<file path="config.mk">
export PLATFORM = sky130hd
export DESIGN_NAME = uc_mc
export DESIGN_NICKNAME = d
export VERILOG_FILES = /design/src/rtl/uc_mc.sv
export SDC_FILE = /design/constraint.sdc
export NUM_CORES = 1
export LEC_CHECK = 0
export ABC_AREA = 1
export CAP_MARGIN = 20
export CORE_MARGIN = 3
export CORE_UTILIZATION = 43
export DETAILED_ROUTE_END_ITERATION = 8
export PLACE_DENSITY_LB_ADDON = 0.1
export SKIP_CTS_REPAIR_TIMING = 1
export SLEW_MARGIN = 20
export SYNTH_ARGS = -nofsm -noshare
export SYNTH_HDL_FRONTEND = slang
export SYNTH_SLANG_ARGS = --single-unit
</file>
<file path="constraint.sdc">
create_clock -name clk -period 3.5 [get_ports clk]
set_clock_uncertainty 0.05 [all_clocks]
set_input_delay 0.7 -clock clk [delete_from_list [all_inputs] [get_ports clk]]
set_output_delay 0.7 -clock clk [all_outputs]
set_load 0.01 [all_outputs]
</file>
<file path="src/rtl/uc_mc.sv">
// uc_mc: multicycle control unit for the polirv core (fetch/decode/exec/mem/wb with traps).
// Define UC_MC_PERF_EN to build the retired-instruction counter; otherwise instret is tied to 0.
module uc_mc #(
    parameter int MAX_WAIT = 15,
    parameter int CNT_W    = 32
) (
    input  logic             clk,
    input  logic             rst,
    input  logic [6:0]       opcode,
    input  logic [2:0]       funct3,
    input  logic             funct7_5,
    input  logic             alu_zero,
    output logic             i_mem_req,
    input  logic             i_mem_ack,
    output logic             d_mem_req,
    input  logic             d_mem_ack,
    output logic             d_mem_we,
    output logic             ir_we,
    output logic             pc_we,
    output logic             pc_src,
    output logic             rf_we,
    output logic [1:0]       rf_src,
    output logic             alu_src,
    output logic [3:0]       alu_cmd,
    output logic             trap,
    output logic [1:0]       trap_cause,
    output logic [CNT_W-1:0] instret,
    output logic [2:0]       dbg_state
);

    // Handshake: i_mem_req / d_mem_req rise in FETCH / MEM and stay high until the
    // matching ack; a transfer completes in any cycle where req && ack are both high.

    typedef enum logic [2:0] {
        S_FETCH  = 3'd0,
        S_DECODE = 3'd1,
        S_EXEC   = 3'd2,
        S_MEM    = 3'd3,
        S_WB     = 3'd4,
        S_TRAP   = 3'd5
    } state_t;

    localparam logic [6:0] OP_R   = 7'b0110011;
    localparam logic [6:0] OP_I   = 7'b0010011;
    localparam logic [6:0] OP_LD  = 7'b0000011;
    localparam logic [6:0] OP_SD  = 7'b0100011;
    localparam logic [6:0] OP_BR  = 7'b1100011;
    localparam logic [6:0] OP_JAL = 7'b1101111;

    localparam logic [7:0] WAIT_LIMIT = 8'(MAX_WAIT);

    state_t     state_q, state_d;
    logic [7:0] wait_q, wait_d;
    logic [1:0] cause_q, cause_d;
    logic       run_q;

    logic is_r, is_i, is_ld, is_sd, is_br, is_jal, legal, br_taken;

    assign is_r     = (opcode == OP_R);
    assign is_i     = (opcode == OP_I);
    assign is_ld    = (opcode == OP_LD);
    assign is_sd    = (opcode == OP_SD);
    assign is_br    = (opcode == OP_BR);
    assign is_jal   = (opcode == OP_JAL);
    assign legal    = is_r | is_i | is_ld | is_sd | is_br | is_jal;
    assign br_taken = ((funct3 == 3'b000) && alu_zero) || ((funct3 == 3'b001) && !alu_zero);

    // run_q keeps every output at 0 until the first clock after rst is released.
    always_ff @(posedge clk or posedge rst) begin
        if (rst) begin
            state_q <= S_FETCH;
            wait_q  <= '0;
            cause_q <= 2'b00;
            run_q   <= 1'b0;
        end else begin
            state_q <= state_d;
            wait_q  <= wait_d;
            cause_q <= cause_d;
            run_q   <= 1'b1;
        end
    end

    always_comb begin
        state_d   = state_q;
        wait_d    = '0;
        cause_d   = cause_q;
        i_mem_req = 1'b0;
        d_mem_req = 1'b0;
        d_mem_we  = 1'b0;
        ir_we     = 1'b0;
        pc_we     = 1'b0;
        pc_src    = 1'b0;
        rf_we     = 1'b0;
        rf_src    = 2'b00;
        alu_src   = 1'b0;
        alu_cmd   = 4'b0000;
        trap      = 1'b0;

        if (run_q) begin
            case (state_q)
                S_FETCH: begin
                    i_mem_req = 1'b1;
                    if (i_mem_ack) begin
                        ir_we   = 1'b1;
                        pc_we   = 1'b1;
                        state_d = S_DECODE;
                    // wait_q counts completed wait cycles; MAX_WAIT of them are tolerated.
                    end else if (wait_q == WAIT_LIMIT) begin
                        state_d = S_TRAP;
                        cause_d = 2'b10;
                    end else begin
                        wait_d = wait_q + 8'd1;
                    end
                end

                S_DECODE: begin
                    if (legal) begin
                        state_d = S_EXEC;
                    end else begin
                        state_d = S_TRAP;
                        cause_d = 2'b01;
                    end
                end

                S_EXEC: begin
                    if (is_r) begin
                        alu_cmd = {funct7_5, funct3};
                        state_d = S_WB;
                    end else if (is_i) begin
                        alu_cmd = (funct3 == 3'b101) ? {funct7_5, funct3} : {1'b0, funct3};
                        alu_src = 1'b1;
                        state_d = S_WB;
                    end else if (is_ld || is_sd) begin
                        alu_src = 1'b1;
                        state_d = S_MEM;
                    end else if (is_br) begin
                        alu_cmd = 4'b1000;
                        pc_we   = br_taken;
                        pc_src  = br_taken;
                        state_d = S_FETCH;
                    end else begin
                        state_d = S_WB;
                    end
                end

                S_MEM: begin
                    d_mem_req = 1'b1;
                    d_mem_we  = is_sd;
                    alu_src   = 1'b1;
                    if (d_mem_ack) begin
                        state_d = is_ld ? S_WB : S_FETCH;
                    end else if (wait_q == WAIT_LIMIT) begin
                        state_d = S_TRAP;
                        cause_d = 2'b10;
                    end else begin
                        wait_d = wait_q + 8'd1;
                    end
                end

                S_WB: begin
                    rf_we   = 1'b1;
                    rf_src  = is_ld ? 2'b01 : (is_jal ? 2'b10 : 2'b00);
                    pc_we   = is_jal;
                    pc_src  = is_jal;
                    state_d = S_FETCH;
                end

                S_TRAP: begin
                    trap = 1'b1;
                end

                default: begin
                    state_d = S_FETCH;
                end
            endcase
        end
    end

    assign trap_cause = cause_q;
    assign dbg_state  = state_q;

`ifdef UC_MC_PERF_EN
    logic             retire;
    logic [CNT_W-1:0] instret_q;

    assign retire = (state_q == S_EXEC || state_q == S_MEM || state_q == S_WB) &&
                    (state_d == S_FETCH);

    always_ff @(posedge clk or posedge rst) begin
        if (rst) begin
            instret_q <= '0;
        end else if (retire) begin
            instret_q <= instret_q + 1'b1;
        end
    end

    assign instret = instret_q;
`else
    assign instret = '0;
`endif

endmodule

</file>
* Word-level counts from Yosys, hierarchy flattened
Cells that the tools add are included. Widths: inputs -> output; s select.
Operators by class: add/subtract/negate cells 1, bitwise operators 6, reduce and logical (&&, ||, !) cells 10, mux-type cells 57, eq/ne operators 17
Operator list (count):
- $mux 8 | 4
- $mux 4 | 7
- $mux 3 | 9
- $mux 1 | 23
- $mux 2 | 8
- $pmux 8 s2 | 1
- $pmux 3 s5 | 1
- $eq 7x6->1 const B | 2
- $eq 7x7->1 const B | 2
- $eq 3x3->1 const B | 3
- $add 8x1->8 const B | 1
- $eq 8x4->1 const B | 1
- $eq 7x2->1 const B | 1
- $eq 7x5->1 const B | 1
- $eq 3x1->1 const B | 2
- $eq 3x2->1 const B | 2
- $logic_not 3->1 | 2
- $ne 2x2->1 const B | 3
- $pmux 2 s3 | 1
- $or 1x1->1 | 5
- $reduce_and 5->1 | 1
- $pmux 1 s2 | 2
- $pmux 1 s3 | 1
- $reduce_bool 3->1 | 1
- 5 further kinds | 7
Storage, ports and cells: input bits 16, output and inout bits 52, register bits after elaboration 14

* Longest topological paths before layout
Gate-level depths: netlist of the first run.
depth after elaboration 9, mapped depth 11

* Least setup slack after synthesis of the first run
No wires, ideal clock.
path type input to output, start input opcode[1], end output alu_src, slack 1297 ps, buffers on the path 0, stages 8, data arrival time 1453 ps, cells stage by stage nand2_1 -> inv_1 -> nand2_1 -> nor2_1 -> inv_1 -> nand3_1 -> nand2_1 -> a21oi_1
On the way: word-level cells in the longest chain between the ends 7, elaborated cells on any way between the ends 10, classes of those cells eq/ne (4); mux (5); reduce/logical (1)
Ends and longest elaborated chain:
- start, declared | line 9 | input logic [6:0] opcode,
- $eq 7x2->1 / $eq 7x6->1 (equally long branches) | line 61, 62
- $logic_or 1x1->1 | line 133 | end else if (is_ld || is_sd) begin
- $mux 1 | line 133
- $mux 1 | line 129 | end else if (is_i) begin
- $mux 1 (*) | line 126 | if (is_r) begin
- $pmux 1 s2 (*) | line 100 | case (state_q)
- $mux 1 (*) | line 99 | if (run_q) begin
- end, declared | line 23 | output logic alu_src,
Every way passes the cells marked *; elsewhere a longest branch is shown, timed or not.

* Worst setup path after layout of the first run
start input opcode[4], end output pc_src
On the way: word-level cells in the longest chain between the ends 7, elaborated cells on any way between the ends 13, classes of those cells eq/ne (6); mux (6); reduce/logical (1)
Ends and longest elaborated chain:
- $eq 7x7->1 (tied with other cells) | line 63 | assign is_br = (opcode == OP_BR);
- $mux 1 / $logic_or 1x1->1 (equally long branches) | line 136, 133
- $mux 1 | line 133
- $mux 1 | line 129
- $mux 1 | line 126
- $pmux 1 s2 (*) | line 100
- $mux 1 (*) | line 99
- end, declared | line 20 | output logic pc_src,
Marked as above.

==> impl_results.md, run 1 <==
* Logic pwr share at 17.6%
* EDFF count, synth at 0
* Syn-to-layout area delta at 22.4%
* # rows at 19
* Critical path, cell by cell: clkdlybuf4s50_1 > inv_1 > nand3_1 > nor2_1 > nand4_1 > nand2b_1 > a21oi_1 > clkdlybuf4s50_1
* Final Setup Violations at 0
* Layout cells sized above 1 at 6.20%
* Largest area contributor in the netlist: dfrtp_1
* Max-slew violation count at 0
* Clock sink count at 14
* Starting Density at 46.8%
* Buffers on Ports at 35
* HPWL Detailed at 2370 microns
* Worst VDD drop at 0.168 mV
* TritonCTS clock tree: yes
* Die ar. at 0.00384 sq mm
* Initial DRT Pass Iterations at 4
* Outcome: completed
* Fillers at 280
* Global-route wire length before repair at 4480 microns
* Hold Fails Final Rpt at 0
* Register area share after synthesis at 26.0%
* Wire per inst at 10.0 microns
* Placer Congestion at 0.834
* Async set or reset register ratio after synthesis at 100%
* Pin slew with the least headroom to its limit at 0.536 ns
* Count leader, synth: nand2_1
* Worst-path clk slew at 0.08 ns
* H-tree depth at 1
* Post-synth cell types at 27
* Synthesized cell area at 0.00135 sq mm
* Setup slack, reg-to-reg at 1.90 ns
* Critical path's top delay family: buffers and inverters
* Top FF cell, synth: dfrtp_1
* Drt drc at 0
* CTS root buf: clkbuf_4
* Via count at 1,258
* RSZ-0062 raised after global routing: no
* Final Core Density at 57.2%
* Setup_tns at 0 ns
* Number of global-route vias before repair at 939
* NetSw at 0.0824 mW
* Die X at 61.9 microns
* Final WL at 2850 microns
* Internal power at 0.221 mW
* Syn Inst Count at 206
* Final period util at 95.0%
* Largest net degree at the start of global routing at 15
* CTS Buf Count at 3
* Initial DRC count at 85
* Final Net Count at 261
* Synth Area per Inst at 6.53 sq um
* Max_cap viols at 0
* Crit end category: output pin
* Power per cell area at 185 mW/mm^2
* CP dominant cell by count: clkdlybuf4s50_1
* Crit path DAT at 2.57 ns
* IO Pins at 68
* Synth cell count leaders: nand2_1, buf_4, inv_1
* Avg Vias per Cell at 4.43
* Minimum clock period at 3.32 ns
* Leakage power at 0.849 nW
* CP bufs+invs at 3
* Number of inserted diodes at 0
* HP Class: flip-flop to flip-flop
* Inst Count DP at 281
* Skew-Pair Late Insertion Delay at 0.27 ns
* Maximum clock path buffer count at 2
* Initial antenna violation count at 0
* CP Data Required Time at 2.75 ns
* ANT nets after route at 0
* Worst slew margin at 64.2%
* Crit start category: input pin
* Non-Filler Instances at 284
* Aggregate global routing overflow at 0
* Share of the synthesized area in the top cell type at 26.0%
* Core area at 0.00288 sq mm
* CP max stage cell: clkdlybuf4s50_1
* Largest cells by area after synthesis: dfrtp_1, buf_4, nand2_1
* Max FO, Critical Path at 4
* Switching share of power at 27.1%
* Syn. warnings at 0
* CP max stage delay at 0.55 ns
* Critical path type: input pin to output pin
* GRT Total Usage at 15.7%
* Reg power frac at 54.0%
* Max Clk Rate at 0.301 GHz
* Clock power frac at 28.4%
* #FFs+latches synth at 14
* Die height at 61.9 microns
## metal layers
layer  wire length (microns)  GRT usage [%]
met5                       0              0
met4                      10           1.82
met3                     244           4.75
met2                    1260           24.2
met1                    1340           22.4
## worst paths after layout
kind	start	to	cells after the start
max	opcode[4]	pc_src	8
min	wait_q[0]	wait_q[0]	1
max reg2reg	wait_q[0]	trap_cause[1]	10
min reg2reg	wait_q[0]	wait_q[0]	1
max in group asynchronous	rst	dbg_state[0]	2
min in group asynchronous	rst	trap_cause[0]	2
## layout by cell type (no fill, tap or decap)
cell             netlist  routed
and3_1                 1       1
a21oi_1                7       7
nand3b_4               1       1
nor3_2                 3       4
nand3_2                1       1
inv_1                 28      28
nor3b_2                2       2
a21oi_2                1       1
nand2_1               48      48
inv_2                  2       2
conb_1                 2      33
o22ai_1                1       1
nand4_1                2       2
o21ai_0                2       2
xor2_1                 2       2
o211ai_1               2       2
nand2b_1               1       1
nand3_1               14      14
nor4_1                 2       2
clkbuf_4               0       3
nor2_1                26      26
or2_2                  1       1
nand3b_1               1       1
clkdlybuf4s50_1        0      35
nor3_1                 8       7
dfrtp_1               14      14
ha_1                   1       1
## registers in the layout, indices dropped and copies added (netlist names)
signal,flops
wait_q,8
trap_cause,2
run_q,1
dbg_state,3
## power by group through the flow
stage	sequential (mW)	combinational, mW	clock, mW
2_1_floorplan	0.165	0.0569	0
3_3_place_gp	0.167	0.0524	0
3_5_place_dp	0.167	0.0524	0
4_1_cts	0.164	0.0527	0.0920
5_1_grt	0.164	0.0614	0.103
6_report	0.164	0.0536	0.0863
## final cells by class
| cell class | instances | area (sq um) | area share (%) |
|---|---|---|---|
| multi-input combinational | 160 | 758 | 46.0 |
| sequential | 14 | 350 | 21.3 |
| timing repair buffer | 35 | 350 | 21.3 |
| inverter | 30 | 113 | 6.84 |
| tap | 42 | 52.6 | 3.19 |
| clock buffer | 3 | 22.5 | 1.37 |
## worst register-to-register path: stages, from the launching register on
cell and delay [ns]:
dfrtp_1 0.38, ha_1 0.17, nand2_1 0.06, inv_1 0.07
nand2_1 0.08, nor2_1 0.23, nor2_1 0.09, nor3_2 0.17
nand2_1 0.10, nand2_1 0.06, nand2_1 0.04
## logic make-up after synthesis
kind of cell | Yosys count | synth area share, %
AOI/OAI and AO/OA | 13 | 5.58
DFF | 14 | 26.0
and+or+nand+nor | 111 | 39.0
buffers and inverters | 63 | 26.6
other | 2 | 0.558
xor gates and xnor gates | 2 | 1.30
adders and majority gates | 1 | 0.930
## stage by stage
step,hold WS [ns],cell area [sq um],setup slack [ns],total power [mW]
2_1_floorplan,0.382,1460,1.30,0.222
3_3_place_gp,0.406,1620,0.181,0.220
3_5_place_dp,0.414,1620,0.157,0.219
4_1_cts,0.425,1640,0.148,0.309
5_1_grt,0.440,1650,0.0191,0.328
6_report,0.421,1650,0.175,0.304
No activity file was read; power rests on OpenSTA's default activity.
==> inputs of run 2 (changes only) <==
- CORE_MARGIN: 3 -> unset
==> run 2 against run 1 <==
The flow now finishes with violations (design-rule violations). First-iteration DRC count decreased by 59%. Clock-buffer cell count increased by 1. Worst setup slack got worse by 0.027 ns. Critical path depth unchanged. Critical endpoint is now pc_we. Largest power group unchanged. Cell area decreased by 0.30%. Non-clock buffer count unchanged. Combinational power decreased by 1%. Flip-flop and latch count unchanged.
==> impl_results.md, run 2 (synthesized netlist as in run 1, its figures left out) <==
* Maximum clock path buffer count at 2 (unchanged)
* Clock power frac at 34.2% (was 28.4%)
* CTS root buf: clkbuf_4 (unchanged)
* CP max stage delay at 0.55 ns (about the same)
* Crit end category: output pin (unchanged)
* Fillers at 286 (was 280)
* TritonCTS clock tree: yes (unchanged)
* CP bufs+invs at 3 (unchanged)
* Inst Count DP at 270 (was 281)
* Max Clk Rate at 0.298 GHz (was 0.301 GHz)
* Outcome: finished, violations left (was completed)
* Initial antenna violation count at 0 (unchanged)
* Via count at 1,257 (was 1,258)
* Placer Congestion at 0.810 (was 0.834)
* Skew-Pair Late Insertion Delay at 0.28 ns (was 0.27 ns)
* Worst-path clk slew at 0.08 ns (about the same)
* Final WL at 2690 microns (was 2850 microns)
* Wire per inst at 9.82 microns (was 10.0 microns)
* GRT Total Usage at 16.3% (was 15.7%)
* Die height at 57.9 microns (was 61.9 microns)
* Non-Filler Instances at 274 (was 284)
* Largest net degree at the start of global routing at 15 (unchanged)
* HP Class: flip-flop to flip-flop (unchanged)
* Layout cells sized above 1 at 6.17% (was 6.20%)
* Hold EP: wait_q[0] (unchanged)
* Critical path's top delay family: buffers and inverters (unchanged)
* Die ar. at 0.00336 sq mm (was 0.00384 sq mm)
* HPWL Detailed at 2210 microns (was 2370 microns)
* Critical path, cell by cell: clkdlybuf4s50_1 > nand3_1 > nor3_1 > nand3_1 > o211ai_1 > nand2_1 > inv_1 > clkdlybuf4s50_1 (was clkdlybuf4s50_1 > inv_1 > nand3_1 > nor2_1 > nand4_1 > nand2b_1 > a21oi_1 > clkdlybuf4s50_1)
* # rows at 19 (unchanged)
* Pin slew with the least headroom to its limit at 0.515 ns (was 0.536 ns)
* ANT nets after route at 0 (unchanged)
* Avg Vias per Cell at 4.59 (was 4.43)
* CP Data Required Time at 2.75 ns (about the same)
* Final Net Count at 261 (unchanged)
* Crit start category: input pin (unchanged)
* WHS Path Cells at 1 (unchanged)
* Setup slack, reg-to-reg at 1.92 ns (was 1.90 ns)
* Reg power frac at 49.7% (was 54.0%)
* NetSw at 0.0846 mW (was 0.0824 mW)
* Buffers on Ports at 35 (unchanged)
* Number of global-route vias before repair at 1,018 (was 939)
* Crit path DAT at 2.60 ns (was 2.57 ns)
* Initial DRT Pass Iterations at 9 (was 4)
* CP max stage cell: clkdlybuf4s50_1 (unchanged)
* Die X at 57.9 microns (was 61.9 microns)
* Internal power at 0.245 mW (was 0.221 mW)
* Critical Path Source: opcode[5] (was opcode[4])
* Max FO, Critical Path at 5 (was 4)
* Aggregate global routing overflow at 0 (unchanged)
* Number of inserted diodes at 0 (unchanged)
* Initial DRC count at 35 (was 85)
* Minimum clock period at 3.35 ns (was 3.32 ns)
* Clock sink count at 14 (unchanged)
* Worst slew margin at 65.6% (was 64.2%)
* Global-route wire length before repair at 4290 microns (was 4480 microns)
* Worst VDD drop at 0.205 mV (was 0.168 mV)
* Hold Fails Final Rpt at 0 (unchanged)
* CTS Buf Count at 3 (unchanged)
* R2R Path Start: wait_q[0] (unchanged)
* Logic pwr share at 16.1% (was 17.6%)
* Reg with most FFs: wait_q (unchanged)
* Commonest non-fill, non-tap cell in the layout: nand2_1 (unchanged)
* H-tree depth at 1 (unchanged)
* Max-slew violation count at 0 (unchanged)
* Most frequent cells in the layout: nand2_1, clkdlybuf4s50_1, conb_1 (unchanged)
* R2r endpoint: trap_cause[1] (unchanged)
* Starting Density at 47.1% (was 46.8%)
* Setup slack at placement at 0.175 ns (was 0.157 ns)
* Switching share of power at 25.7% (was 27.1%)
* Max_cap viols at 0 (unchanged)
* IO Pins at 68 (unchanged)
* Hold path startpoint: wait_q[0] (unchanged)
* Drt drc at 3 (was 0)
* FF-to-FF path depth at 10 (unchanged)
* Setup_tns at 0 ns (unchanged)
* Final Setup Violations at 0 (unchanged)
* Final WS setup at 0.148 ns (was 0.175 ns)
* Leakage power at 0.856 nW (was 0.849 nW)
* Final period util at 95.8% (was 95.0%)
* Critical path type: input pin to output pin (unchanged)
* Power per cell area at 201 mW/mm^2 (was 185 mW/mm^2)
* Core area at 0.00285 sq mm (was 0.00288 sq mm)
* Syn-to-layout area delta at 22.0% (was 22.4%)
* RSZ-0062 raised after global routing: no (unchanged)
* Number of flip-flops in the largest register at 8 (unchanged)
* Failing checks: design-rule violations
[run 2: final cells by class]
| class | count | area, sq um | area share (%) |
|---|---|---|---|
| Timing Repair Buffer | 35 | 350 | 21.3 |
| Sequential cell | 14 | 350 | 21.3 |
| Tap cell | 31 | 38.8 | 2.36 |
| Clock buffer | 4 | 36.3 | 2.21 |
| Inverter | 30 | 113 | 6.86 |
| Multi-Input combinational cell | 160 | 753 | 45.9 |
[run 2: power by group through the flow]
| stage | registers (mW) | clock network [mW] | logic (mW) |
|---|---|---|---|
| global route | 0.164 | 0.130 | 0.0594 |
| floorplan | 0.165 | 0 | 0.0569 |
| CTS | 0.164 | 0.118 | 0.0525 |
| detailed placement | 0.167 | 0 | 0.0523 |
| global placement | 0.167 | 0 | 0.0521 |
| finish | 0.164 | 0.113 | 0.0529 |
[run 2: worst max path at each step]
stage / end / depth (start not counted)
finish: pc_we / 8
global route: pc_src / 7
CTS: pc_we / 8
detailed placement: pc_we / 8
global placement: pc_we / 8
floorplan: alu_src / 8
[run 2: per-layer routing]
layer  vias to the layer above  global-route usage [%]  wire length [microns]
met5                         -                       0                      0
met3                         0                    4.69                    193
li1                        655                       -                      -
met2                        54                    25.8                   1140
met4                         0                    2.04                      0
met1                       548                    22.9                   1360
[run 2: stage by stage]
stage | hold WS (ns) | instance area, sq um | power, mW | util, %
floorplan | 0.382 | 1460 | 0.222 | -
global placement | 0.404 | 1610 | 0.219 | 56.3
detailed placement | 0.409 | 1610 | 0.219 | 56.3
CTS | 0.422 | 1640 | 0.334 | 57.5
global route | 0.446 | 1640 | 0.353 | 57.5
finish | 0.418 | 1640 | 0.329 | 57.5
==> inputs of run 3 (changes only) <==
- ABC_CLOCK_PERIOD_IN_PS: unset -> 3500
- MAX_ROUTING_LAYER: unset -> met4
==> run 3 against run 2 <==
Combinational power hardly changed. Global-route usage is 0.50 points higher. Highest routed layer unchanged. Cell count stayed put. Register-to-register slack hardly changed. Wire length stayed put. Sequential share of layout area stayed put. Clock power hardly changed. Via count stayed put. The run still ends with design-rule violations left.
==> impl_results.md, run 3 (synthesized netlist as in run 1, its figures left out) <==
* Outcome: finished, violations left (unchanged)
* Failing checks: design-rule violations (unchanged)
* CP bufs+invs at 3 (unchanged)
* RSZ-0062 raised after global routing: no (unchanged)
* Placer Congestion at 0.822 (was 0.810)
* Critical path endpoint: pc_we (unchanged)
* Global-route wire length before repair at 4280 microns (was 4290 microns)
* Initial antenna violation count at 0 (unchanged)
* NetSw at 0.0846 mW (about the same)
* Final period util at 95.8% (unchanged)
* HP Class: flip-flop to flip-flop (unchanged)
* Setup_tns at 0 ns (unchanged)
* R2R Path Start: wait_q[0] (unchanged)
* Critical path's top delay family: buffers and inverters (unchanged)
* Minimum clock period at 3.35 ns (unchanged)
* Die ar. at 0.00336 sq mm (unchanged)
* Max_cap viols at 0 (unchanged)
* Reg with most FFs: wait_q (unchanged)
* Most frequent cells in the layout: nand2_1, clkdlybuf4s50_1, conb_1 (unchanged)
* Pin slew with the least headroom to its limit at 0.515 ns (about the same)
* Critical path, cell by cell: clkdlybuf4s50_1 > nand3_1 > nor3_1 > nand3_1 > o211ai_1 > nand2_1 > inv_1 > clkdlybuf4s50_1 (unchanged)
* Final Core Density at 57.5% (unchanged)
* GRT Total Usage at 16.8% (was 16.3%)
* Skew-Pair Late Insertion Delay at 0.28 ns (about the same)
* Hold Fails Final Rpt at 0 (unchanged)
* Worst-path clk slew at 0.08 ns (about the same)
* Layout cells sized above 1 at 6.17% (unchanged)
* Crit end category: output pin (unchanged)
* Critical path type: input pin to output pin (unchanged)
* Buffers on Ports at 35 (unchanged)
* Starting Density at 47.1% (unchanged)
* Logic pwr share at 16.1% (about the same)
* Max-slew violation count at 0 (unchanged)
* Drt drc at 3 (unchanged)
* Worst slew margin at 65.6% (about the same)
* HPWL Detailed at 2210 microns (unchanged)
* CP max stage cell: clkdlybuf4s50_1 (unchanged)
* Crit path DAT at 2.60 ns (about the same)
* Initial DRT Pass Iterations at 9 (unchanged)
* Number of flip-flops in the largest register at 8 (unchanged)
* Final Net Count at 261 (unchanged)
* Clock power frac at 34.2% (about the same)
* Wire per inst at 9.82 microns (unchanged)
* Aggregate global routing overflow at 0 (unchanged)
* Maximum clock path buffer count at 2 (unchanged)
* Die X at 57.9 microns (unchanged)
* Switching share of power at 25.7% (about the same)
* Max FO, Critical Path at 5 (unchanged)
* Via count at 1,257 (unchanged)
* CTS root buf: clkbuf_4 (unchanged)
* CP Depth at 8 (unchanged)
* Clock sink count at 14 (unchanged)
* Worst VDD drop at 0.205 mV (about the same)
* # rows at 19 (unchanged)
* Syn-to-layout area delta at 22.0% (unchanged)
* TritonCTS clock tree: yes (unchanged)
* Final Setup Violations at 0 (unchanged)
* Power per cell area at 201 mW/mm^2 (about the same)
* Initial DRC count at 35 (unchanged)
* Final WL at 2690 microns (unchanged)
* CP Data Required Time at 2.75 ns (about the same)
* R2r endpoint: trap_cause[1] (unchanged)
* ANT nets after route at 0 (unchanged)
* Avg Vias per Cell at 4.59 (unchanged)
* Max Clk Rate at 0.298 GHz (unchanged)
* Number of global-route vias before repair at 1,019 (was 1,018)
* FF-to-FF path depth at 10 (unchanged)
* Internal power at 0.245 mW (unchanged)
* Setup slack, reg-to-reg at 1.92 ns (about the same)
* IO Pins at 68 (unchanged)
* Number of inserted diodes at 0 (unchanged)
* Commonest non-fill, non-tap cell in the layout: nand2_1 (unchanged)
* Leakage power at 0.856 nW (unchanged)
* Die height at 57.9 microns (unchanged)
* Reg power frac at 49.7% (about the same)
* Largest net degree at the start of global routing at 15 (unchanged)
* CP max stage delay at 0.55 ns (about the same)
* Crit start category: input pin (unchanged)
* Critical Path Source: opcode[5] (unchanged)
* Core area at 0.00285 sq mm (unchanged)
* H-tree depth at 1 (unchanged)
* CTS Buf Count at 3 (unchanged)
-- run 3: cell counts in the layout (fill, tap and decap cells not counted) --
No cell type changed its count.
-- run 3: layout make-up --
type,count,area [sq um]
clock buffer,4,36.3
fill,286,1210
inverter,30,113
multi-input combinational,160,753
sequential,14,350
tap,31,38.8
timing repair buffer,35,350
-- run 3: metal layers --
metal,routed length (microns),up-vias,global-route usage [%]
met2,1140,54,25.8
met5,0,-,-
met4,0,0,2.04
met1,1360,548,22.9
met3,191,0,4.69
li1,-,655,-
-- run 3: worst min path at each step --
stage / from / to / cells past startpoint
6_report: wait_q[0] / wait_q[0] / 1
4_1_cts: wait_q[0] / wait_q[0] / 1
5_1_grt: trap_cause[0] / trap_cause[0] / 2
3_5_place_dp: wait_q[0] / wait_q[0] / 1
3_3_place_gp: trap_cause[1] / trap_cause[1] / 2
2_1_floorplan: wait_q[0] / wait_q[0] / 1
-- run 3: power groups by stage --
stage,sequential [mW],clock (mW),combinational (mW)
floorplan,0.165,0,0.0569
global placement,0.167,0,0.0521
detailed placement,0.167,0,0.0523
CTS,0.164,0.118,0.0525
global route,0.164,0.130,0.0594
finish,0.164,0.113,0.0529
-- run 3: through the flow --
stage	hold slack (ns)	instances	power, mW	cell area (sq um)	setup WS, ns
2_1_floorplan	0.382	237	0.222	1460	1.30
3_3_place_gp	0.404	270	0.219	1610	0.183
3_5_place_dp	0.409	270	0.219	1610	0.175
4_1_cts	0.422	274	0.334	1640	0.167
5_1_grt	0.446	274	0.353	1640	0.00293
6_report	0.418	274	0.329	1640	0.148
